<file path="src/rtl/fwd_scoreboard.sv">
// Operand forwarding network plus per-register pending-write scoreboard.
// Each source operand is taken from the youngest pipeline stage that writes
// it, or from the register file when no stage matches. The pending counters
// track in-flight writes that have left the forwarding window, so an operand
// whose producer is still pending but not visible in any stage stalls issue.
module fwd_scoreboard #(
    parameter int DW   = 32,
    parameter int AW   = 5,
    parameter int NSTG = 4,
    parameter int CW   = 2
) (
    input  logic                 clk,
    input  logic                 reset,
    input  logic                 flush,
    input  logic                 issue_valid,
    output logic                 issue_ready,
    input  logic [AW-1:0]        issue_rj,
    input  logic [AW-1:0]        issue_rk,
    input  logic [AW-1:0]        issue_rd,
    input  logic                 issue_we,
    input  logic [DW-1:0]        rf_rj_data,
    input  logic [DW-1:0]        rf_rk_data,
    input  logic [NSTG-1:0]      stg_valid,
    input  logic [NSTG*AW-1:0]   stg_dest,
    input  logic [NSTG*DW-1:0]   stg_data,
    input  logic [NSTG-1:0]      stg_data_ok,
    input  logic                 retire_valid,
    input  logic                 retire_we,
    input  logic [AW-1:0]        retire_dest,
    output logic [DW-1:0]        rj_data,
    output logic [DW-1:0]        rk_data,
    output logic                 stall,
    output logic [31:0]          stall_cnt
);

    localparam int NREG = 1 << AW;
    localparam logic [CW-1:0] CMAX = '1;

    logic [CW-1:0]   r_pending [NREG];
    logic [31:0]     r_stall_cnt;

    logic            w_rjHit, w_rjRdy, w_rjUnready;
    logic            w_rkHit, w_rkRdy, w_rkUnready;
    logic [DW-1:0]   w_rjData, w_rkData;
    logic            w_rdFull, w_fire, w_incEn, w_decEn;
    logic [NREG-1:0] w_incVec, w_decVec;

    // Returns {hit, ready, data}. Scanning from the oldest stage down lets the
    // youngest match overwrite older ones, giving stage 0 the final say.
    // Register 0 is hardwired to zero and never matches any stage.
    function automatic logic [DW+1:0] srcLookup(
        input logic [AW-1:0]      src,
        input logic [NSTG-1:0]    vld,
        input logic [NSTG*AW-1:0] dst,
        input logic [NSTG*DW-1:0] dat,
        input logic [NSTG-1:0]    ok,
        input logic [DW-1:0]      rf
    );
        logic          hit;
        logic          rdy;
        logic [DW-1:0] d;
        hit = 1'b0;
        rdy = 1'b1;
        d   = rf;
        for (int i = NSTG - 1; i >= 0; i--) begin
            if (vld[i] && (dst[i*AW +: AW] == src)) begin
                hit = 1'b1;
                rdy = ok[i];
                d   = dat[i*DW +: DW];
            end
        end
        if (src == '0) begin
            hit = 1'b0;
            rdy = 1'b1;
            d   = '0;
        end
        return {hit, rdy, d};
    endfunction

    // Source selection and readiness for both operands.
    always_comb begin
        {w_rjHit, w_rjRdy, w_rjData} = srcLookup(issue_rj, stg_valid, stg_dest,
                                                 stg_data, stg_data_ok, rf_rj_data);
        {w_rkHit, w_rkRdy, w_rkData} = srcLookup(issue_rk, stg_valid, stg_dest,
                                                 stg_data, stg_data_ok, rf_rk_data);
        w_rjUnready = w_rjHit ? ~w_rjRdy : (r_pending[issue_rj] != '0);
        w_rkUnready = w_rkHit ? ~w_rkRdy : (r_pending[issue_rk] != '0);
    end

    // Issue handshake: a destination whose counter is already full must wait
    // for a retire, otherwise the counter would wrap and lose a write.
    always_comb begin
        w_rdFull    = issue_we && (issue_rd != '0) && (r_pending[issue_rd] == CMAX);
        stall       = issue_valid & (w_rjUnready | w_rkUnready);
        issue_ready = ~stall & ~w_rdFull & ~flush;
        w_fire      = issue_valid & issue_ready;
        w_incEn     = w_fire & issue_we & (issue_rd != '0);
        w_decEn     = retire_valid & retire_we & (retire_dest != '0);
    end

    // One-hot increment/decrement requests; a decrement of an empty counter
    // is dropped here so it can neither wrap nor cancel a same-cycle issue.
    always_comb begin
        w_incVec = '0;
        w_decVec = '0;
        if (w_incEn) begin
            w_incVec[issue_rd] = 1'b1;
        end
        if (w_decEn && (r_pending[retire_dest] != '0)) begin
            w_decVec[retire_dest] = 1'b1;
        end
    end

    // Pending counters: reset beats flush, flush beats issue/retire, and a
    // matched increment and decrement on one register cancel out.
    always_ff @(posedge clk) begin
        if (reset || flush) begin
            for (int r = 0; r < NREG; r++) begin
                r_pending[r] <= '0;
            end
        end else begin
            r_pending[0] <= '0;
            for (int r = 1; r < NREG; r++) begin
                case ({w_incVec[r], w_decVec[r]})
                    2'b10:   r_pending[r] <= r_pending[r] + 1'b1;
                    2'b01:   r_pending[r] <= r_pending[r] - 1'b1;
                    default: r_pending[r] <= r_pending[r];
                endcase
            end
        end
    end

    // Saturating count of stalled issue cycles; survives flush, not reset.
    always_ff @(posedge clk) begin
        if (reset) begin
            r_stall_cnt <= '0;
        end else if (stall && (r_stall_cnt != 32'hFFFF_FFFF)) begin
            r_stall_cnt <= r_stall_cnt + 32'd1;
        end
    end

    assign rj_data   = w_rjData;
    assign rk_data   = w_rkData;
    assign stall_cnt = r_stall_cnt;

endmodule

</file>
<file path="config.mk">
export PLATFORM = sky130hd
export DESIGN_NAME = fwd_scoreboard
export DESIGN_NICKNAME = d
export VERILOG_FILES = /design/src/rtl/fwd_scoreboard.sv
export SDC_FILE = /design/constraint.sdc
export NUM_CORES = 1
export LEC_CHECK = 0
export CORE_ASPECT_RATIO = 1.4
export CORE_MARGIN = 10
export CORE_UTILIZATION = 43
export CTS_CLUSTER_SIZE = 40
export DETAILED_ROUTE_END_ITERATION = 10
export PLACE_DENSITY = 0.83
export REMOVE_ABC_BUFFERS = 1
export SLEW_MARGIN = 20
export SYNTH_ARGS = -nofsm -noshare
export SYNTH_HDL_FRONTEND = slang
export SYNTH_SLANG_ARGS = --single-unit
</file>
<file path="constraint.sdc">
create_clock -name clk -period 3.95 [get_ports clk]
set_input_delay 0.79 -clock clk [delete_from_list [all_inputs] [get_ports clk]]
set_output_delay 0.79 -clock clk [all_outputs]
set_load 0.01 [all_outputs]
</file>
==> metrics.md, run 1 <==
| Metric | Value |
|---|---|
| Most frequent cells in the layout | `nor2_1 (280), clkdlybuf4s50_1 (252), nand2_1 (140), buf_4 (121), a21oi_1 (87)` |
| Worst hold path type | `reg -> reg` |
| GR Overflow Total | `0` |
| Async SR Flop Fraction | `0%` |
| Met1 WL | `16.9 mm` |
| Avg Synthesized Cell Area | `7.76 µm²` |
| RR Startpoint | `r_pending[2][0]` |
| Peak supply drop | `approximately 0.00021 V` |
| Layout cells sized above 1 | `between 20 and 25%` |
| Setup violations, final | `0` |
| Clk root buf | `clkbuf_16` |
| Period utilization | `99.3%` |
| Routed Antenna Nets | `0` |
| H-Tree Depth | `3` |
| Die Width | `150 µm` |
| Die area | `30200 µm²` |
| Met2 wire length | `about 24 mm` |
| Routed vias | `12500` |
| DR pass1 iterations | `5` |
| Hold WS | `500 ps` |
| Final Wtd Congestion | `1.04` |
| Final Util | `67.1%` |
| Crit path launch type | `input port` |
| Mapped cell area | `10100 µm²` |
| Status | `completed` |
| Max-cap check violation count | `0` |
| DRC | `0` |
| Clk_lat worst skew | `350 ps` |
| R2R cell count | `15` |
| Crit Path Category | `in -> out` |
| Highest routed layer | `met5` |
| Max clock buf depth | `2` |
| Nets | `roughly 2000` |
| Slack of the worst reg-to-reg path | `380 ps` |
| Primary FF master, synth | `edfxtp_1` |
| DR WL/cell | `24.9 µm` |
| Yosys cell types | `60` |
| Setup TNS | `0 ps` |
| Launch point of the worst path | `issue_rj[3]` |
| CP endpoint kind | `output pin` |
| GRT Total Usage | `30.6%` |
| Vias in the first global route | `12100` |
| Chip height | `202 µm` |
| WHS Path Cells | `2` |
| Via density | `6.15` |
| Largest net degree at the start of global routing | `59` |
| Ys Warns | `0` |
| Min cycle time layout | `3920 ps` |
| Reg2Reg Capture Point | `r_pending[15][1]` |
| HPWL Detailed | `~39 mm` |
| Initial antenna violation count | `17` |
| First-pass GRT wire length | `~72 mm` |
| CP arrival | `around 3100 ps` |
| IO Pins | `roughly 350` |
| Overall power | `approximately 3.4 mW` |
| Starting Density | `43.7%` |
| Final hold violation count | `0` |
| Flops & latches, synth | `94` |
| Power per cell area | `~220 nW/µm²` |
| TritonCTS clock tree | `done` |
| Clock-pin slew on the worst setup and hold paths | `70 ps` |
| Post-synthesis cell count | `1307` |
| Met3 wire length | `6.18 mm` |
| Fmax achieved | `roughly 260 MHz` |
| Synth top area share | `between 10% and 20%` |
| Clock Skews | `10.1 ps` |
| Core footprint | `23200 µm²` |
| Clock Sinks | `94` |
| IO Port Bufs | `344` |
| Total CTS buffers | `9` |
| Leakage power | `6.31 nW` |
| Synth area leader | `edfxtp_1` |
| Final max-slew violation count | `0` |
| # rows | `66` |
| End of the critical path | `rj_data[25]` |
| Post-route cell area | `15600 µm²` |
| Iteration-0 DRC Markers | `~1200` |
| Critical Path RT | `3160 ps` |
| Drt total wl | `50.5 mm` |
| Top area cells in the synthesized netlist | `edfxtp_1 (18%), nor2_1 (11%), a211oi_1 (7.4%)` |
| Area post-placement | `between 10000 and 15000 µm²` |
| Maximum net fanout on the critical path | `16` |
| Syn-to-layout area delta | `53.5%` |
| Sequential share of the synthesized area | `24.7%` |
| Least-Margin Pin Slew | `between 700 and 800 ps` |
| Relative slew slack | `53.0%` |
| Commonest non-fill, non-tap cell in the layout | `nor2_1` |
| Number of synthesized flops with an enable pin | `62` |
[where the power goes]
group	internal, mW	switching [mW]	total (mW)
combinational	0.695	0.646	1.34
sequential	1.12	0.0721	1.19
clock	0.431	0.395	0.826
[worst max-delay path, cell delays in order]
cell and delay [ps]:
dlygate4sd2_1 290, buf_4 190, xor2_1 160, nor3_2 260
and3_4 250, buf_12 160, nand2_2 70, a311oi_2 250
a21oi_1 90, a211oi_2 330, buf_4 170, buf_4 110
[cells in the mapped netlist (18+ instances only)]
cell	number
a211oi_1	100
a21oi_1	87
a311oi_1	35
and3_1	19
buf_2	23
clkbuf_1	76
dfxtp_1	32
edfxtp_1	62
ha_1	33
mux2i_1	37
mux4_2	31
nand2_1	141
nand3_1	18
nor2_1	284
nor2b_1	24
nor3_1	21
xnor2_1	37
xor2_1	64
[worst min-delay path by stage]
stage,from,endpoint
after floorplan,stall_cnt[10],stall_cnt[10]
after global placement,stall_cnt[8],stall_cnt[8]
after detailed placement,stall_cnt[8],stall_cnt[8]
after CTS,stall_cnt[8],stall_cnt[8]
after global routing,stall_cnt[18],stall_cnt[18]
final,stall_cnt[8],stall_cnt[8]
[state kept, by name (all words and copies together) (netlist names)]
name and cells:
stall_cnt 32, r_pending 62
[kinds of logic after synthesis]
group / synth area share [%]
XOR/XNOR: 8.72
buffers and inverters: 4.87
adder cells (fa/ha/maj): 4.07
AO/OA/AOI/OAI: 18.5
AND/OR/NAND/NOR: 26.8
flip-flops: 24.7
multiplexers: 12.4
[routing by layer]
layer | global-route usage, % | vias to the layer above
li1 | - | 5565
met1 | 32.4 | 5848
met2 | 51.5 | 860
met3 | 10.3 | 208
met4 | 17.8 | 10
met5 | 0 | -
[through the flow]
step | std cells | setup WS [ps]
after floorplan | 1192 | -1760
after global placement | 1977 | -681
after detailed placement | 1977 | -718
after CTS | 2005 | -278
after global routing | 2027 | -41.0
final | 2030 | 29.2
[cell type report]
| cell class | count | area (µm²) |
|---|---|---|
| Inverter | 5 | 22.5 |
| Sequential cell | 94 | 2500 |
| Clock buffer | 10 | 229 |
| Fill cell | 1885 | 7630 |
| Clock inverter | 6 | 46.3 |
| Tap cell | 306 | 383 |
| Multi-Input combinational cell | 1093 | 7570 |
| Antenna cell | 13 | 32.5 |
| Timing Repair Buffer | 503 | 4790 |
[timing repair]
action / CTS / global route
endpoints found under the setup margin: 99 / 154
cloned: 3 / 3
pin swaps: 18 / 37
buffers inserted: 9 / 9
hold buffers: 0 / 0
resized for setup: 236 / 157
Power figures use the tool's default switching activity.
==> run 2, diff against run 1 <==
--- a/config.mk
+++ b/config.mk
@@ -6,9 +6,11 @@
 export NUM_CORES = 1
 export LEC_CHECK = 0
+export CAP_MARGIN = 40
 export CORE_ASPECT_RATIO = 1.4
 export CORE_MARGIN = 10
-export CORE_UTILIZATION = 43
+export CORE_UTILIZATION = 60
 export CTS_CLUSTER_SIZE = 40
 export DETAILED_ROUTE_END_ITERATION = 10
+export DONT_BUFFER_PORTS = 1
 export PLACE_DENSITY = 0.83
 export REMOVE_ABC_BUFFERS = 1
==> constraint.sdc (replaced) <==
create_clock -name clk -period 3.95 [get_ports clk]
set_input_delay 0.79 -clock clk [delete_from_list [all_inputs] [get_ports clk]]
set_output_delay 0.79 -clock clk [all_outputs]
set_load 0.1 [all_outputs]
==> run 2 against run 1 <==
Largest cell class unchanged. Setup slack better by 77 ps. Via count is 8.4% lower. Power is 15% higher. Routed wire length is 12% lower. Clock power is 14% higher. Critical path depth is 3 lower. Clock skew is 0.80 ps higher.
==> metrics.md, run 2 (synthesized netlist as in run 1, its figures left out) <==
| Metric | Value |
|---|---|
| Routed Antenna Nets | `0` |
| Critical Path, Cell by Cell | `nor2_1 -> mux4_2 -> a22oi_1 -> a31oi_1 -> a311oi_1 -> a32o_2 -> nor2_4 -> nor2b_2 -> buf_4` |
| PostCTS Resize Cnt | `0` |
| IO Pins | `345` |
| Max clock buf depth | `2` |
| Crit path launch type | `flip-flop` |
| Clock Skews | `10.9 ps` |
| Routed vias | `~11000` |
| Clock-pin slew on the worst setup and hold paths | `roughly 80 ps` |
| Setup violations, final | `0` |
| Chip height | `174 µm` |
| Maximum net fanout on the critical path | `6` |
| Core footprint | `16700 µm²` |
| TritonCTS clock tree | `done` |
| GRT Total Usage | `between 30% and 40%` |
| Power per cell area | `296 nW/µm²` |
| Status | `completed` |
| Starting Density | `60.8%` |
| Syn-to-layout area delta | `28.4%` |
| RR Startpoint | `r_pending[23][0]` |
| Worst hold path type | `in -> reg` |
| Most frequent cells in the layout | `nor2_1 (281), nand2_1 (141), a21oi_1 (87), buf_12 (69)` |
| HPWL Detailed | `approximately 33 mm` |
| Critical-path top delay cell | `mux4_2` |
| DR WL/cell | `28.7 µm` |
| Drt total wl | `44.4 mm` |
| Peak supply drop | `0.000432 V` |
| CP arrival | `around 3100 ps` |
| Clk root buf | `clkbuf_16` |
| Final Util | `78.1%` |
| Largest net degree at the start of global routing | `65` |
| Iteration-0 DRC Markers | `1789` |
| Final hold violation count | `0` |
| Final WS setup | `106 ps` |
| Met2 wire length | `20.5 mm` |
| Die Width | `roughly 130 µm` |
| Setup WS pre-CTS | `220 ps` |
| Hold buffer count at cts | `0` |
| Clk_lat worst skew | `360 ps` |
| Met3 wire length | `6.59 mm` |
| First-pass GRT wire length | `between 60 and 70 mm` |
| DR pass1 iterations | `11` |
| RSZ-0062 raised after global routing | `false` |
| Max reg flops | `62` |
| Relative slew slack | `59.7%` |
| Least-Margin Pin Slew | `590 ps` |
| # rows | `56` |
| Max-cap check violation count | `0` |
| Layout cells sized above 1 | `21.1%` |
| Max stage delay on crit path | `approximately 500 ps` |
| Min cycle time layout | `3840 ps` |
| Biggest register | `r_pending` |
| Launch point of the worst path | `r_pending[9][0]` |
| Total CTS buffers | `9` |
| Postcts setup bufs | `0` |
| Met1 WL | `13.3 mm` |
| Clock Sinks | `94` |
| Via density | `between 7 and 8` |
| Fmax achieved | `260 MHz` |
| GR Overflow Total | `0` |
| Die area | `22600 µm²` |
| Period utilization | `97.3%` |
| Final Wtd Congestion | `approximately 1.0` |
| CP endpoint kind | `output pin` |
| Leakage power | `5.01 nW` |
| Nets | `1614` |
| DRC | `0` |
| Initial antenna violation count | `3` |
| Hold Crit Start | `reset` |
| Highest routed layer | `met4` |
| Commonest non-fill, non-tap cell in the layout | `nor2_1` |
| IO Port Bufs | `0` |
| H-Tree Depth | `3` |
| WP buf/inv | `1` |
| Vias in the first global route | `approximately 11000` |
| Crit Path Category | `reg -> out` |
| Critical Path RT | `3160 ps` |
| Top delay family on crit path | `compound AO/OA/AOI/OAI gates` |
| Final max-slew violation count | `0` |
==> run 2: layer usage <==
metal	up-vias	global-route usage, %
met5	-	0
met4	0	25.1
met3	365	18.6
met2	1030	61.0
met1	5323	37.9
li1	4721	-
==> run 2: path summary, 6_finish.rpt <==
kind         depth (start not counted)                to  slack, ps
max                                  9             stall        110
min                                  1     stall_cnt[23]        490
max reg2reg                         11  r_pending[19][1]        150
min reg2reg                          2     stall_cnt[23]        540
==> run 2: cell type report <==
| cell class | instances | area, µm² |
|---|---|---|
| Antenna cell | 3 | 7.51 |
| Timing Repair Buffer | 131 | 1920 |
| Clock buffer | 9 | 225 |
| Clock inverter | 7 | 92.6 |
| Sequential cell | 94 | 2500 |
| Inverter | 5 | 18.8 |
| Tap cell | 203 | 254 |
| Fill cell | 1032 | 3650 |
| Multi-Input combinational cell | 1093 | 8010 |
==> run 2: where the power goes <==
part	switching, mW	internal [mW]
clock	0.433	0.508
sequential	0.0767	1.12
combinational	1.06	0.667
==> run 2: stage by stage <==
stage | hold slack (ps) | cell area, µm² | std cells | TNS (ps) | power, mW
final | 486 | 13000 | 1545 | 0 | 3.86
after global routing | 491 | 13000 | 1545 | 0 | 3.94
after CTS | 487 | 13000 | 1542 | 0 | 3.82
after detailed placement | 525 | 12700 | 1526 | 0 | 2.89
after global placement | 611 | 12600 | 1520 | 0 | 2.85
after floorplan | 588 | 9670 | 1192 | -322190 | 2.24
